--- src/rtl/hex_share_arbiter.sv ---
// rtl/hex_share_arbiter.sv - round-robin sharing of one active-low 7-segment hex digit
module hex_share_arbiter #(
  parameter int N_REQ = 4,
  parameter int DWELL = 8,
  parameter int GAP   = 2
) (
  input  logic                 clk,
  input  logic                 rst,
  input  logic [N_REQ-1:0]     req,
  input  logic [4*N_REQ-1:0]   nibble,
  output logic [6:0]           hex,
  output logic [N_REQ-1:0]     grant,
  output logic [N_REQ-1:0]     done,
  output logic                 busy
);

  localparam int MAXC = (DWELL > GAP) ? ((DWELL > 2) ? DWELL : 2) : ((GAP > 2) ? GAP : 2);
  localparam int CW = $clog2(MAXC);
  localparam int PW = $clog2(N_REQ);
  localparam logic [CW-1:0] DWELL_LD = CW'(DWELL - 1);
  localparam logic [CW-1:0] GAP_LD   = CW'((GAP > 0) ? GAP - 1 : 0);

  typedef enum logic [1:0] {S_IDLE, S_SHOW, S_GAP} state_t;

  state_t           r_state;
  logic [PW-1:0]    r_ptr;
  logic [PW-1:0]    r_own;
  logic [CW-1:0]    r_cnt;
  logic [6:0]       r_hex;
  logic [N_REQ-1:0] r_grant;
  logic [N_REQ-1:0] r_done;

  logic [PW-1:0]    w_nptr;
  logic [PW-1:0]    w_base;
  logic [PW-1:0]    w_win;
  logic [3:0]       w_nib;
  logic             w_found;
  logic             w_show_end;
  logic             w_arb;

  function automatic logic [6:0] seg7(input logic [3:0] v);
    case (v)
      4'h0: seg7 = 7'h40;  4'h1: seg7 = 7'h79;  4'h2: seg7 = 7'h24;  4'h3: seg7 = 7'h30;
      4'h4: seg7 = 7'h19;  4'h5: seg7 = 7'h12;  4'h6: seg7 = 7'h02;  4'h7: seg7 = 7'h78;
      4'h8: seg7 = 7'h00;  4'h9: seg7 = 7'h10;  4'hA: seg7 = 7'h08;  4'hB: seg7 = 7'h03;
      4'hC: seg7 = 7'h46;  4'hD: seg7 = 7'h21;  4'hE: seg7 = 7'h06;  default: seg7 = 7'h0E;
    endcase
  endfunction

  assign w_nptr     = (r_own == PW'(N_REQ - 1)) ? '0 : r_own + 1'b1;
  assign w_show_end = (r_state == S_SHOW) && (r_cnt == '0);
  // With GAP=0 the search at the end of a dwell must already start past the old owner
  assign w_base     = (r_state == S_SHOW) ? w_nptr : r_ptr;
  assign w_arb      = (r_state == S_IDLE) ||
                      ((r_state == S_GAP) && (r_cnt == '0)) ||
                      (w_show_end && (GAP == 0));

  always_comb begin
    w_found = 1'b0;
    w_win   = '0;
    w_nib   = '0;
    for (int k = 0; k < N_REQ; k++) begin
      if (!w_found && req[(int'(w_base) + k) % N_REQ]) begin
        w_found = 1'b1;
        w_win   = PW'((int'(w_base) + k) % N_REQ);
        w_nib   = nibble[((int'(w_base) + k) % N_REQ) * 4 +: 4];
      end
    end
  end

  always_ff @(posedge clk) begin
    if (rst) begin
      r_state <= S_IDLE;
      r_ptr   <= '0;
      r_own   <= '0;
      r_cnt   <= '0;
      r_hex   <= 7'h7F;
      r_grant <= '0;
      r_done  <= '0;
    end else begin
      r_done <= '0;
      if (w_show_end) begin
        r_done <= r_grant;
        r_ptr  <= w_nptr;
      end
      if (w_arb) begin
        if (w_found) begin
          r_state <= S_SHOW;
          r_own   <= w_win;
          r_grant <= N_REQ'(1) << w_win;
          r_hex   <= seg7(w_nib);
          r_cnt   <= DWELL_LD;
        end else begin
          r_state <= S_IDLE;
          r_grant <= '0;
          r_hex   <= 7'h7F;
          r_cnt   <= '0;
        end
      end else begin
        case (r_state)
          S_SHOW: begin
            if (r_cnt == '0) begin
              r_state <= S_GAP;
              r_cnt   <= GAP_LD;
              r_grant <= '0;
              r_hex   <= 7'h7F;
            end else begin
              r_cnt <= r_cnt - 1'b1;
            end
          end
          S_GAP:   r_cnt <= r_cnt - 1'b1;
          default: r_cnt <= '0;
        endcase
      end
    end
  end

  assign hex   = r_hex;
  assign grant = r_grant;
  assign done  = r_done;
  assign busy  = (r_state != S_IDLE);

endmodule
--- config.mk ---
export PLATFORM = sky130hd
export DESIGN_NAME = hex_share_arbiter
export DESIGN_NICKNAME = d
export VERILOG_FILES = /design/src/rtl/hex_share_arbiter.sv
export SDC_FILE = /design/constraint.sdc
export NUM_CORES = 1
export LEC_CHECK = 0
export BUFFER_PORTS_ARGS = -buffer_cell sky130_fd_sc_hd__clkbuf_2
export CORE_ASPECT_RATIO = 1.5
export CORE_MARGIN = 8
export CORE_UTILIZATION = 51
export CTS_BUF_LIST = sky130_fd_sc_hd__clkbuf_16
export DETAILED_ROUTE_END_ITERATION = 6
export HOLD_SLACK_MARGIN = 0.06
export PLACE_DENSITY = 0.74
export SETUP_SLACK_MARGIN = 0.5
export SLEW_MARGIN = 5
export SYNTH_ARGS = -nofsm -noshare
export SYNTH_HDL_FRONTEND = slang
export SYNTH_SLANG_ARGS = --single-unit
--- constraint.sdc ---
create_clock -name clk -period 4.4 [get_ports clk]
set_input_delay 0.44 -clock clk [delete_from_list [all_inputs] [get_ports clk]]
set_output_delay 0.44 -clock clk [all_outputs]
set_load 0.02 [all_outputs]
==> impl_results.md <==
* H-tree depth at 1
* Post-Synth XOR/XNOR Area at 0.842%
* Share of cells above drive strength 1 at 26.5%
* CTS tree: built
* Cell count after synthesis at 238
* Routability cong. at 0.874
* Post-Synth Simple-Gate Area at 23.2%
* Setup clock skew after layout at 0.00231 ns
* Min Tclk post-route at 3.46 ns
* Setup TNS at 0 ns
* TritonRoute pass-1 iters at 4
* I/O pin total at 38
* Max Fclk at 289 MHz
* Antenna Diode Count at 0
* Outcome: finished, final reports clean
* Mean Syn Cell Area at 8.74 um^2
* Fin area at 0.00232 mm^2
* Crit path kind: flip-flop to flip-flop
* Startpoint Class: flip-flop
* Detailed Route Iter0 Violations at 75
* Vias in the first global route at 1870
* Peak VDD IR at 0.389 mV
* Synth Register Bits at 24
* Largest net degree at the start of global routing at 22
* Die Wd at 68.2 um
* Site Rows at 28
* Post-CTS Setup Repair Bufs at 0
* Clk Latency, worst-skew pair at 0.25 ns
* CTS max path bufs at 2
* Fin crit share at 78.7%
* CP cell instances: inv_1 -> ha_1 -> mux2i_2 -> o211ai_1 -> nand4_1 -> a22oi_1 -> nand2_1 -> inv_1 -> ha_1 -> mux2_1 -> o32ai_1 -> a31oi_1
* All-Layer GR Usage at 15.9%
* Vias per cell at 6.09
* Power density over the cells at 389 mW/mm^2
* Starting Density at 53.0%
* CTS root buffer: clkbuf_16
* First-pass GRT wire length at 8240 um
* Area Overhead vs Synth at 11.6%
* Crit. End Element: flip-flop
* Worst Path Required at 4.52 ns
* Post-CTS Resized at 0
* Post-synthesis cell area at 0.00208 mm^2
* Cell taking the most area after synthesis: dfxtp_1
* Hold buffer count at cts at 0
* CP Buf/Inv Count at 2
* Count leader, synth: dfxtp_1
* Total of fill cells in the finished design at 375
* Final #Nets at 300
* I/O Buffers at 37
* Largest family of logic cells by synthesized area: simple AND/OR/NAND/NOR gates
* Total grt overflow at 0
* Syn. warnings at 0
* Leak Pwr at 0.974 nW
* Initial antenna violation count at 0
* CTS buffer count at 3
* Crit-path max cell delay at 0.77 ns
* DR DRC count at 0
* Main flop type after synthesis: dfxtp_1
* Final setup fails at 0
* Wire length per cell at 15.9 um
* Fin. Hold Viols at 0
* Core Util, Final at 59.2%
* Critical Path Fanout Max at 14
* Clock Sink Count at 24
* Synth Net Count at 272
* Detailed Place HPWL at 3810 um
* Sequential share of the synthesized area at 23.1%
* Worst-Margin Slew at 0.844 ns
* Wirelength, routed at 4910 um
* Area share of the largest cell type after synthesis at 23.1%
* Crit path max-delay family: multiplexers
* Synth area leaders: dfxtp_1 23%, mux4_2 12%, ha_1 7.2%
* Die Y at 94.2 um
* Async set or reset register ratio after synthesis at 0%
* Slowest CP cell: mux2i_2
* Worst relative slew slack at 42.6%
* RSZ-0062 raised after global routing: false
* Post-synth EDFFs at 0
* Core Region at 0.00392 mm^2
* Max-slew violations at 0
* Die footprint at 0.00642 mm^2
* Synth Area in Compound Gates at 20.6%
* Via count at 1881
* Clock transition at path regs at 0.06 ns
* Worst Path Arrival at 3.59 ns
* Post-synthesis mux area share at 18.2%
* Max_cap viols at 0
* Synth cell count leaders: 24 x dfxtp_1, 22 x nor2_1, 21 x a21oi_1
* Distinct cell type count after synthesis at 56
* Hold Path Class: flip-flop to flip-flop
* Synth Area in Adders at 7.22%
* Placed cell areas at 0.00225 mm^2
* Remaining antenna violation count at 0
## worst paths after layout
kind | endpoint | cells past startpoint | startpoint | slack, ns
worst min register to register | r_own[1] | 2 | r_own[1] | 0.47
worst max-delay path | hex[3] | 12 | r_state[1] | 0.94
worst max register to register | hex[3] | 12 | r_state[1] | 0.94
worst min-delay path | r_own[1] | 2 | r_own[1] | 0.47
## layout make-up
class,count,area [um^2],share of cell area (%)
Multi-Input combinational cell,185,1460,62.8
Timing Repair Buffer,40,208,8.94
Sequential cell,24,480,20.7
Tap cell,45,56.3,2.42
Clock buffer,3,75.1,3.23
Inverter,12,45.0,1.94
## registers in the layout, summed over array words and instances (netlist names)
name and count:
done 4, r_own 2, grant 4, r_cnt 3
r_state 2, r_ptr 2, hex 7
## worst register-to-register path: stages (launching register included)
cell and delay [ns]:
dfxtp_1 0.31, inv_1 0.09, ha_1 0.36, mux2i_2 0.78
o211ai_1 0.25, nand4_1 0.27, a22oi_1 0.15, nand2_1 0.19
inv_1 0.11, ha_1 0.25, mux2_1 0.29, o32ai_1 0.22
a31oi_1 0.06
## logic make-up after synthesis
family                   count (synthesis)
AO/OA/AOI/OAI                           59
XOR/XNOR                                 2
adder cells (fa/ha/maj)                 12
buffers and inverters                   29
flip-flops                              24
multiplexers                            23
AND/OR/NAND/NOR                         89
## power breakdown
group / internal (W) / switching (W)
clock network: 0.000120 / 0.0000716
logic: 0.000185 / 0.000257
registers: 0.000250 / 0.0000201
## metal layers
layer	part of all wire [%]	GRT usage [%]	up-vias
met1	41	17.7	886
met5	0	0	-
li1	-	-	943
met2	54	28.8	43
met4	1.9	6.69	0
met3	3.7	1.67	9
## placed cells by master, fill, tap and decap left out, types with 5 or more instances in the layout
cell,netlist,final
clkbuf_2,0,37
nor2_1,22,22
ha_1,12,12
nand2b_1,5,5
a21oi_1,21,21
a22oi_1,6,6
inv_1,12,12
mux2i_1,6,6
nand4_1,5,5
mux4_2,11,11
and2_1,6,6
nand3_1,7,7
nand2_1,18,18
nor2b_1,5,5
dfxtp_1,24,24
## metrics by stage
step                hold WS [ns]  setup slack [ns]  instances  power (W)
floorplan                  0.440              1.36        238   0.000628
global placement           0.459              1.07        306   0.000710
detailed placement         0.459             0.944        306   0.000717
CTS                        0.468             0.939        309   0.000911
global route               0.489             0.583        309   0.000964
finish                     0.466             0.938        309   0.000905
(Power assumes the default switching activity.)
